--- config.mk ---
export PLATFORM = sky130hd
export DESIGN_NAME = multicycle_controller_flat
export DESIGN_NICKNAME = d
export VERILOG_FILES = /design/src/rtl/riscv_ctrl_pkg.sv /design/src/rtl/multicycle_controller_if.sv /design/src/rtl/alu_decoder.sv /design/src/rtl/multicycle_controller.sv /design/src/flat_wrapper.sv
export SDC_FILE = /design/constraint.sdc
export NUM_CORES = 1
export LEC_CHECK = 0
export ABC_CLOCK_PERIOD_IN_PS = 2300
export BUFFER_PORTS_ARGS = -buffer_cell sky130_fd_sc_hd__buf_2
export CAP_MARGIN = 20
export CORE_MARGIN = 3
export CORE_UTILIZATION = 47
export DETAILED_ROUTE_END_ITERATION = 8
export GPL_TIMING_DRIVEN = 0
export HOLD_SLACK_MARGIN = 0.06
export PLACE_DENSITY_LB_ADDON = 0.2
export SLEW_MARGIN = 20
export SYNTH_ARGS = -nofsm -noshare
export SYNTH_HDL_FRONTEND = slang
export SYNTH_SLANG_ARGS = --single-unit
--- constraint.sdc ---
create_clock -name clk -period 2.3 [get_ports clk]
set_clock_uncertainty 0.05 [all_clocks]
set_input_delay 0.345 -clock clk [delete_from_list [all_inputs] [get_ports clk]]
set_output_delay 0.345 -clock clk [all_outputs]
set_load 0.01 [all_outputs]
--- src/rtl/riscv_ctrl_pkg.sv ---
`default_nettype none
// ============================================================================
// Module   : riscv_ctrl_pkg
// Purpose  : Shared types and encodings for the multi-cycle RV32I control
//            path: FSM state enum, opcode values, immediate-format codes,
//            ALU operation codes and datapath mux-select encodings.
// Ports    : none (package)
// Revision : 1.0 - initial release
// ============================================================================
package riscv_ctrl_pkg;

  // Controller FSM states
  typedef enum logic [3:0] {
    S_FETCH    = 4'd0,
    S_DECODE   = 4'd1,
    S_MEMADR   = 4'd2,
    S_MEMREAD  = 4'd3,
    S_MEMWB    = 4'd4,
    S_MEMWRITE = 4'd5,
    S_EXECR    = 4'd6,
    S_EXECI    = 4'd7,
    S_ALUWB    = 4'd8,
    S_BRANCH   = 4'd9,
    S_JALRADR  = 4'd10,
    S_JAL      = 4'd11,
    S_LUI      = 4'd12,
    S_AUIPC    = 4'd13,
    S_TRAP     = 4'd14
  } state_t;

  // Major opcodes (instruction[6:0])
  localparam logic [6:0] OP_LOAD   = 7'b0000011;
  localparam logic [6:0] OP_STORE  = 7'b0100011;
  localparam logic [6:0] OP_R      = 7'b0110011;
  localparam logic [6:0] OP_IMM    = 7'b0010011;
  localparam logic [6:0] OP_BRANCH = 7'b1100011;
  localparam logic [6:0] OP_JAL    = 7'b1101111;
  localparam logic [6:0] OP_JALR   = 7'b1100111;
  localparam logic [6:0] OP_LUI    = 7'b0110111;
  localparam logic [6:0] OP_AUIPC  = 7'b0010111;

  // Immediate generator formats
  localparam logic [2:0] IMM_I = 3'b000;
  localparam logic [2:0] IMM_S = 3'b001;
  localparam logic [2:0] IMM_U = 3'b010;
  localparam logic [2:0] IMM_B = 3'b101;
  localparam logic [2:0] IMM_J = 3'b110;

  // ALU operations
  localparam logic [2:0] ALU_ADD = 3'b000;
  localparam logic [2:0] ALU_SUB = 3'b001;
  localparam logic [2:0] ALU_AND = 3'b010;
  localparam logic [2:0] ALU_OR  = 3'b011;
  localparam logic [2:0] ALU_XOR = 3'b100;
  localparam logic [2:0] ALU_SLT = 3'b101;

  // ALU operation class handed to the ALU decoder
  localparam logic [1:0] ALUOP_ADD   = 2'b00;
  localparam logic [1:0] ALUOP_SUB   = 2'b01;
  localparam logic [1:0] ALUOP_FUNCT = 2'b10;

  // ALU operand A select
  localparam logic [1:0] SRCA_PC    = 2'b00;
  localparam logic [1:0] SRCA_OLDPC = 2'b01;
  localparam logic [1:0] SRCA_RS1   = 2'b10;
  localparam logic [1:0] SRCA_ZERO  = 2'b11;

  // ALU operand B select
  localparam logic [1:0] SRCB_RS2  = 2'b00;
  localparam logic [1:0] SRCB_IMM  = 2'b01;
  localparam logic [1:0] SRCB_FOUR = 2'b10;

  // Result mux select
  localparam logic [1:0] RES_ALUOUT    = 2'b00;
  localparam logic [1:0] RES_RDATA     = 2'b01;
  localparam logic [1:0] RES_ALURESULT = 2'b10;

  // Memory address select
  localparam logic ADR_PC     = 1'b0;
  localparam logic ADR_RESULT = 1'b1;

  // Immediate format for a given opcode; unknown opcodes fall back to I.
  function automatic logic [2:0] imm_src_of(input logic [6:0] op);
    logic [2:0] imm;
    imm = IMM_I;
    case (op)
      OP_STORE:         imm = IMM_S;
      OP_LUI, OP_AUIPC: imm = IMM_U;
      OP_BRANCH:        imm = IMM_B;
      OP_JAL:           imm = IMM_J;
      default:          imm = IMM_I;
    endcase
    return imm;
  endfunction

endpackage
`default_nettype wire

--- src/rtl/multicycle_controller_if.sv ---
`default_nettype none
// ============================================================================
// Module   : multicycle_controller_if
// Purpose  : Bundle between the multi-cycle controller and its datapath.
//            Instruction fields, ALU flag and memory handshake flow into the
//            controller; strobes, mux selects and status flow out.
// Modports : master - controller side (decodes fields, drives strobes)
//            slave  - datapath side (supplies fields, consumes strobes)
// Revision : 1.0 - initial release
// ============================================================================
interface multicycle_controller_if;

  // Datapath -> controller
  logic [6:0] op;
  logic [2:0] funct3;
  logic       funct7b5;
  logic       Zero;
  logic       mem_ready;

  // Controller -> datapath
  logic       PCWrite;
  logic       AdrSrc;
  logic       MemWrite;
  logic       IRWrite;
  logic       RegWrite;
  logic [1:0] ResultSrc;
  logic [1:0] ALUSrcA;
  logic [1:0] ALUSrcB;
  logic [2:0] ALUControl;
  logic [2:0] ImmSrc;
  logic       instr_done;
  logic       illegal;

  modport master (
    input  op, funct3, funct7b5, Zero, mem_ready,
    output PCWrite, AdrSrc, MemWrite, IRWrite, RegWrite, ResultSrc,
           ALUSrcA, ALUSrcB, ALUControl, ImmSrc, instr_done, illegal
  );

  modport slave (
    output op, funct3, funct7b5, Zero, mem_ready,
    input  PCWrite, AdrSrc, MemWrite, IRWrite, RegWrite, ResultSrc,
           ALUSrcA, ALUSrcB, ALUControl, ImmSrc, instr_done, illegal
  );

endinterface
`default_nettype wire

--- src/rtl/alu_decoder.sv ---
`default_nettype none
// ============================================================================
// Module   : alu_decoder
// Purpose  : Maps the controller's ALU operation class and the funct fields
//            to an ALU operation code; flags funct3 values the core does not
//            implement (shifts and sltu).
// Ports    : aluop[1:0]  in  - add / sub / funct-decoded
//            funct3[2:0] in  - instruction[14:12]
//            funct7b5    in  - instruction[30]
//            op5         in  - instruction[5] (1 = register form)
//            alucontrol  out - ALU operation code
//            unsupported out - funct3 is 001, 011 or 101
// Revision : 1.0 - initial release
// ============================================================================
module alu_decoder
  import riscv_ctrl_pkg::*;
(
  input  wire logic [1:0] aluop,
  input  wire logic [2:0] funct3,
  input  wire logic       funct7b5,
  input  wire logic       op5,
  output logic      [2:0] alucontrol,
  output logic            unsupported
);

  always_comb begin
    alucontrol = ALU_ADD;
    case (aluop)
      ALUOP_SUB: alucontrol = ALU_SUB;
      ALUOP_FUNCT: begin
        case (funct3)
          // funct7b5 selects sub only for the register form; for addi it
          // is just an immediate bit.
          3'b000:  alucontrol = (op5 & funct7b5) ? ALU_SUB : ALU_ADD;
          3'b010:  alucontrol = ALU_SLT;
          3'b100:  alucontrol = ALU_XOR;
          3'b110:  alucontrol = ALU_OR;
          3'b111:  alucontrol = ALU_AND;
          default: alucontrol = ALU_ADD;
        endcase
      end
      default: alucontrol = ALU_ADD;
    endcase
  end

  // Independent of aluop so the controller can use it while still in
  // DECODE, before it commits to an execute state.
  assign unsupported = (funct3 == 3'b001) || (funct3 == 3'b011) ||
                       (funct3 == 3'b101);

endmodule
`default_nettype wire

--- src/rtl/multicycle_controller.sv ---
`default_nettype none
// ============================================================================
// Module   : multicycle_controller
// Purpose  : Moore-style control FSM for the multi-cycle RV32I datapath.
//            Sequences fetch/decode/execute/writeback, produces per-cycle
//            strobes and mux selects, waits on the memory handshake and
//            parks in TRAP on unsupported encodings until reset.
// Ports    : clk   in - rising-edge clock
//            reset in - asynchronous active-high reset, forces FETCH
//            bus   master modport of multicycle_controller_if:
//              in : op, funct3, funct7b5, Zero, mem_ready
//              out: PCWrite, AdrSrc, MemWrite, IRWrite, RegWrite, ResultSrc,
//                   ALUSrcA, ALUSrcB, ALUControl, ImmSrc, instr_done, illegal
// Revision : 1.0 - initial release
// ============================================================================
module multicycle_controller
  import riscv_ctrl_pkg::*;
(
  input  wire logic              clk,
  input  wire logic              reset,
  multicycle_controller_if.master bus
);

  state_t     r_state;
  state_t     w_next;

  logic       w_pcwrite;
  logic       w_adrsrc;
  logic       w_memwrite;
  logic       w_irwrite;
  logic       w_regwrite;
  logic [1:0] w_resultsrc;
  logic [1:0] w_srca;
  logic [1:0] w_srcb;
  logic [1:0] w_aluop;
  logic [2:0] w_alucontrol;
  logic       w_unsup;

  alu_decoder u_alu_decoder (
    .aluop       (w_aluop),
    .funct3      (bus.funct3),
    .funct7b5    (bus.funct7b5),
    .op5         (bus.op[5]),
    .alucontrol  (w_alucontrol),
    .unsupported (w_unsup)
  );

  // State register
  always_ff @(posedge clk or posedge reset) begin
    if (reset) begin
      r_state <= S_FETCH;
    end else begin
      r_state <= w_next;
    end
  end

  // Next state and per-state datapath controls
  always_comb begin
    w_next      = r_state;
    w_pcwrite   = 1'b0;
    w_adrsrc    = ADR_PC;
    w_memwrite  = 1'b0;
    w_irwrite   = 1'b0;
    w_regwrite  = 1'b0;
    w_resultsrc = RES_ALUOUT;
    w_srca      = SRCA_PC;
    w_srcb      = SRCB_RS2;
    w_aluop     = ALUOP_ADD;

    case (r_state)
      S_FETCH: begin
        // PC+4 goes straight to the PC through ResultSrc=ALUResult while
        // the instruction is latched into IR.
        w_adrsrc    = ADR_PC;
        w_srca      = SRCA_PC;
        w_srcb      = SRCB_FOUR;
        w_resultsrc = RES_ALURESULT;
        w_irwrite   = bus.mem_ready;
        w_pcwrite   = bus.mem_ready;
        if (bus.mem_ready) begin
          w_next = S_DECODE;
        end
      end

      S_DECODE: begin
        // OldPC + imm precomputes the branch/JAL target into ALUOut.
        w_srca = SRCA_OLDPC;
        w_srcb = SRCB_IMM;
        case (bus.op)
          OP_LOAD, OP_STORE: w_next = S_MEMADR;
          OP_R:              w_next = w_unsup ? S_TRAP : S_EXECR;
          OP_IMM:            w_next = w_unsup ? S_TRAP : S_EXECI;
          OP_BRANCH:         w_next = S_BRANCH;
          OP_JAL:            w_next = S_JAL;
          OP_JALR:           w_next = S_JALRADR;
          OP_LUI:            w_next = S_LUI;
          OP_AUIPC:          w_next = S_AUIPC;
          default:           w_next = S_TRAP;
        endcase
      end

      S_MEMADR: begin
        w_srca = SRCA_RS1;
        w_srcb = SRCB_IMM;
        // op[5] separates store (0100011) from load (0000011)
        w_next = bus.op[5] ? S_MEMWRITE : S_MEMREAD;
      end

      S_MEMREAD: begin
        w_adrsrc    = ADR_RESULT;
        w_resultsrc = RES_ALUOUT;
        if (bus.mem_ready) begin
          w_next = S_MEMWB;
        end
      end

      S_MEMWB: begin
        w_resultsrc = RES_RDATA;
        w_regwrite  = 1'b1;
        w_next      = S_FETCH;
      end

      S_MEMWRITE: begin
        // Strobe stays up for the whole stall so the memory sees a stable
        // request until it acknowledges.
        w_adrsrc    = ADR_RESULT;
        w_resultsrc = RES_ALUOUT;
        w_memwrite  = 1'b1;
        if (bus.mem_ready) begin
          w_next = S_FETCH;
        end
      end

      S_EXECR: begin
        w_srca  = SRCA_RS1;
        w_srcb  = SRCB_RS2;
        w_aluop = ALUOP_FUNCT;
        w_next  = S_ALUWB;
      end

      S_EXECI: begin
        w_srca  = SRCA_RS1;
        w_srcb  = SRCB_IMM;
        w_aluop = ALUOP_FUNCT;
        w_next  = S_ALUWB;
      end

      S_ALUWB: begin
        w_resultsrc = RES_ALUOUT;
        w_regwrite  = 1'b1;
        w_next      = S_FETCH;
      end

      S_BRANCH: begin
        // rs1-rs2 drives Zero; target from DECODE sits in ALUOut.
        w_srca      = SRCA_RS1;
        w_srcb      = SRCB_RS2;
        w_aluop     = ALUOP_SUB;
        w_resultsrc = RES_ALUOUT;
        w_pcwrite   = ((bus.funct3 == 3'b000) &  bus.Zero) |
                      ((bus.funct3 == 3'b001) & ~bus.Zero);
        w_next      = S_FETCH;
      end

      S_JALRADR: begin
        // rs1 + imm lands in ALUOut, then JAL loads it into the PC.
        w_srca = SRCA_RS1;
        w_srcb = SRCB_IMM;
        w_next = S_JAL;
      end

      S_JAL: begin
        // PC <- ALUOut (target) while ALU forms OldPC+4 for the link.
        w_srca      = SRCA_OLDPC;
        w_srcb      = SRCB_FOUR;
        w_resultsrc = RES_ALUOUT;
        w_pcwrite   = 1'b1;
        w_next      = S_ALUWB;
      end

      S_LUI: begin
        w_srca = SRCA_ZERO;
        w_srcb = SRCB_IMM;
        w_next = S_ALUWB;
      end

      S_AUIPC: begin
        w_srca = SRCA_OLDPC;
        w_srcb = SRCB_IMM;
        w_next = S_ALUWB;
      end

      S_TRAP: begin
        w_next = S_TRAP;
      end

      default: begin
        w_next = S_FETCH;
      end
    endcase
  end

  // Strobes are gated by reset so nothing fires while reset is held, even
  // though the state register already reads FETCH.
  assign bus.PCWrite    = w_pcwrite  & ~reset;
  assign bus.IRWrite    = w_irwrite  & ~reset;
  assign bus.MemWrite   = w_memwrite & ~reset;
  assign bus.RegWrite   = w_regwrite & ~reset;
  assign bus.AdrSrc     = w_adrsrc;
  assign bus.ResultSrc  = w_resultsrc;
  assign bus.ALUSrcA    = w_srca;
  assign bus.ALUSrcB    = w_srcb;
  assign bus.ALUControl = w_alucontrol;
  assign bus.ImmSrc     = imm_src_of(bus.op);

  // Only completing states ever steer back to FETCH, so this marks the
  // last cycle of every retired instruction.
  assign bus.instr_done = (r_state != S_FETCH) && (w_next == S_FETCH) && !reset;
  assign bus.illegal    = (r_state == S_TRAP) && !reset;

endmodule
`default_nettype wire

--- src/flat_wrapper.sv ---
// flat-port wrapper written by rule: the top's interface ports become plain ports
module multicycle_controller_flat import riscv_ctrl_pkg::*;
  (clk, reset, bus_op, bus_funct3, bus_funct7b5, bus_Zero, bus_mem_ready, bus_PCWrite, bus_AdrSrc, bus_MemWrite, bus_IRWrite, bus_RegWrite, bus_ResultSrc, bus_ALUSrcA, bus_ALUSrcB, bus_ALUControl, bus_ImmSrc, bus_instr_done, bus_illegal);
  multicycle_controller_if bus_i ();
  input  wire logic clk;
  input  wire logic reset;
  input wire logic [$bits(bus_i.op)-1:0] bus_op;
  input wire logic [$bits(bus_i.funct3)-1:0] bus_funct3;
  input wire logic [$bits(bus_i.funct7b5)-1:0] bus_funct7b5;
  input wire logic [$bits(bus_i.Zero)-1:0] bus_Zero;
  input wire logic [$bits(bus_i.mem_ready)-1:0] bus_mem_ready;
  output wire logic [$bits(bus_i.PCWrite)-1:0] bus_PCWrite;
  output wire logic [$bits(bus_i.AdrSrc)-1:0] bus_AdrSrc;
  output wire logic [$bits(bus_i.MemWrite)-1:0] bus_MemWrite;
  output wire logic [$bits(bus_i.IRWrite)-1:0] bus_IRWrite;
  output wire logic [$bits(bus_i.RegWrite)-1:0] bus_RegWrite;
  output wire logic [$bits(bus_i.ResultSrc)-1:0] bus_ResultSrc;
  output wire logic [$bits(bus_i.ALUSrcA)-1:0] bus_ALUSrcA;
  output wire logic [$bits(bus_i.ALUSrcB)-1:0] bus_ALUSrcB;
  output wire logic [$bits(bus_i.ALUControl)-1:0] bus_ALUControl;
  output wire logic [$bits(bus_i.ImmSrc)-1:0] bus_ImmSrc;
  output wire logic [$bits(bus_i.instr_done)-1:0] bus_instr_done;
  output wire logic [$bits(bus_i.illegal)-1:0] bus_illegal;
  assign bus_i.op = bus_op;
  assign bus_i.funct3 = bus_funct3;
  assign bus_i.funct7b5 = bus_funct7b5;
  assign bus_i.Zero = bus_Zero;
  assign bus_i.mem_ready = bus_mem_ready;
  assign bus_PCWrite = bus_i.PCWrite;
  assign bus_AdrSrc = bus_i.AdrSrc;
  assign bus_MemWrite = bus_i.MemWrite;
  assign bus_IRWrite = bus_i.IRWrite;
  assign bus_RegWrite = bus_i.RegWrite;
  assign bus_ResultSrc = bus_i.ResultSrc;
  assign bus_ALUSrcA = bus_i.ALUSrcA;
  assign bus_ALUSrcB = bus_i.ALUSrcB;
  assign bus_ALUControl = bus_i.ALUControl;
  assign bus_ImmSrc = bus_i.ImmSrc;
  assign bus_instr_done = bus_i.instr_done;
  assign bus_illegal = bus_i.illegal;
  multicycle_controller u_core (.clk(clk), .reset(reset), .bus(bus_i));
endmodule
==> impl_metrics.yaml <==
logic_synthesis:
  synth.top_cell.area_share_pct: 12.60
  async_reset_ff_share_pct: 100.0
  synth_edf_count: 0
  synth.distinct_cells: 46
  ys_warn_count: 0
  synth-seq-cells: 4
  syn_inst: 112
  synthTopCellsByArea: "dfrtp_1, nor2_1, a21oi_1"
  synth_most_common_cell: "nor2_1"
  synth_fp_nets: 129
  synth_top_area_cell: "dfrtp_1"
  syn_avg_cell_area_um2: 7.094
  synth_flop_cell: "dfrtp_1"
  syn_area_um2: 794.5
  ys_top_cells_by_count: "nor2_1, a21oi_1, nand2_1"
  yosysSeqAreaShare_pct: 12.60
cts:
  clk_latency_ns: 0.24
  htreeDepth: 1
  cts_root_buf: "clkbuf_4"
  clock-sinks: 4
  clk_pin_slew_ns: 0.04
  clk_path_buf_depth: 2
  cts_tree: "done"
  cts_made_buffers: 3
route:
  via_per_inst: 5.876
  finalWirelength_mm: 2.326
  drc: 0
  antenna_left: 0
  drtPass1Iterations: 4
  num_vias: 993
  drt-initial-drc-count: 24
  post_drt_wl_per_cell_um: 13.76
sta:
  worstMarginPinSlew_ns: 0.4194
  final.min_clock_period_ns: 2.224
  rsz0062_at_grt: "yes"
  hold_viol_final: 0
  relSlewSlack_pct: 72.04
  setup_violations: 0
  fin_hold_ws_ns: 0.4457
  min_period_over_period_pct: 96.71
  fmax_ghz: 0.4496
  final-max-slew-violation-count: 0
global_route:
  met3_usage_pct: 0.3831
  grt_max_degree: 11
  gr-total-overflow: 0
  busiest_layer: "met2"
  grt_use_total_pct: 21.46
  grt_first_pass_wirelength_mm: 3.532
  use_met1_pct: 26.67
  gr-usage-met2_pct: 38.21
  antenna_found_initial: 0
  grt_pass1_vias: 845
finish:
  reg_top3: "u_core.r_state: 4 flops"
  largest_reg_flops: 4
  fill_cells: 132
  drive_gt1_share_pct: 42.48
  syn_to_final_growth_pct: 38.58
  nNetsFinal: 172
  top_register: "u_core.r_state"
  diodes: 0
  final_area_um2: 1101
power_and_ir_drop:
  vdd_ir_drop_max_uv: 824.2
  powerDensity_nw_per_um2: 1029
  power_leakage_nw: 0.5272
run_status:
  status: "finished, final reports clean"
setup_path:
  worstPathRequired_ns: 1.90
  end_kind: "output port"
  crit_fanout: 4
  cp.arrival_ns: 1.83
  startpoint_type: "flip-flop"
  crit_type: "flip-flop to output port"
floorplanning:
  rows: 14
  ios: 34
  core-area_um2: 1541
  die_x_um: 47.12
  start_util_pct: 51.54
  die-area_um2: 2220
  die_y_um: 47.12
place:
  gp_congestion: 0.8009
  dp_hpwl_mm: 1.645
  place_area_um2: 969.7
  port_buffers: 31
min_path:
  hp-class: "input pin to flip-flop"
job:
  maxCapViolCount: 0
==> kinds of logic (layout without fill, tap and decap cells) <==
family                   after synthesis  after routing  synth area share (%)
AND/OR/NAND/NOR                       54             54                 38.58
flip-flops                             4              4                 12.60
multiplexers                           3              3                 4.252
XOR/XNOR                               5              5                 5.513
adder cells (fa/ha/maj)                2              2                 3.149
AO/OA/AOI/OAI                         28             28                 26.30
buffers and inverters                 16             57                 9.607
==> routing by layer <==
metal / wire, um / vias up
li1: - / 493
met2: 1153 / 47
met3: 162 / 4
met4: 33 / 0
met5: 0 / -
met1: 977 / 449
==> stage by stage <==
stage | cells | power, mW | utilization [%] | setup slack [ns] | setup TNS [ns]
final | 169 | 1.134 | 71.43 | 0.07562 | 0
after global routing | 169 | 1.228 | 71.43 | -0.02548 | -0.03125
after CTS | 167 | 1.084 | 69.07 | 0.01995 | 0
after detailed placement | 159 | 0.8908 | 62.91 | -0.02963 | -0.02963
after global placement | 159 | 0.8798 | 62.91 | -0.007852 | -0.007852
after floorplan | 112 | 0.6831 | - | 0.1581 | 0
==> cell type report <==
class | instances | area (um^2) | share of cell area [%]
multi-input combinational | 92 | 643.1 | 58.41
sequential | 4 | 102.6 | 9.318
buffer | 8 | 68.82 | 6.250
clock buffer | 3 | 22.52 | 2.045
timing repair buffer | 39 | 217.7 | 19.77
inverter | 7 | 26.28 | 2.386
tap | 16 | 20.02 | 1.818
==> power by group <==
part | internal, mW | switching, mW | leakage, nW | total (mW)
logic | 0.423 | 0.488 | 0.465 | 0.911
clock network | 0.0585 | 0.0311 | 0.0138 | 0.0897
registers | 0.104 | 0.0284 | 0.0480 | 0.133
total | 0.586 | 0.548 | 0.527 | 1.13
==> layout by cell type (no fill, tap or decap), drive strengths merged <==
cell	n
buf	44
nor2	12
a21oi	8
nand2	7
inv	7
nor3	7
nand3	5
clkbuf	5
nand2b	5
a211oi	4
dfrtp	4
xor2	3
a31oi	3
nor3b	3
and3	3
nor2b	3
mux2	3
o21ai	2
or3	2
o22ai	2
xnor2	2
nor4	2
ha	2
a22o	1
a41oi	1
nand3b	1
or4	1
o32a	1
a2111oi	1
o311a	1
o22a	1
o2bb2ai	1
or2	1
a22oi	1
o211ai	1
nor4b	1
and4	1
dlygate4sd3	1
==> critical path, cell delays in order, from the launching register on <==
cell and delay (ns):
dfrtp_2 0.43, nor2b_4 0.14, nand2_2 0.06, or2_1 0.25
inv_1 0.06, ha_1 0.23, nand2b_4 0.15, nor3_2 0.13
buf_2 0.14
==> final timing paths <==
check / start / to / slack (ns) / cells after the start
worst max register to register: u_core.r_state[0] / u_core.r_state[0] / 0.76 / 6
max in group asynchronous: reset / u_core.r_state[1] / 1.44 / 3
worst min register to register: u_core.r_state[2] / u_core.r_state[3] / 0.73 / 3
min in group asynchronous: reset / u_core.r_state[2] / 0.55 / 3
worst max-delay path: u_core.r_state[1] / bus_ALUControl[2] / 0.08 / 8
worst min-delay path: bus_op[6] / u_core.r_state[3] / 0.45 / 3
==> what timing repair did <==
| action | CTS | global route |
|---|---|---|
| hold endpoints to repair | 4 | 0 |
| buffers inserted | 5 | 2 |
| setup endpoints to repair | 3 | 1 |
| gates cloned | 0 | 0 |
| pin swaps | 0 | 1 |
| resized for setup | 12 | 5 |
| hold buffers | 1 | 0 |
Note: power is estimated with default switching activity, not from simulation.
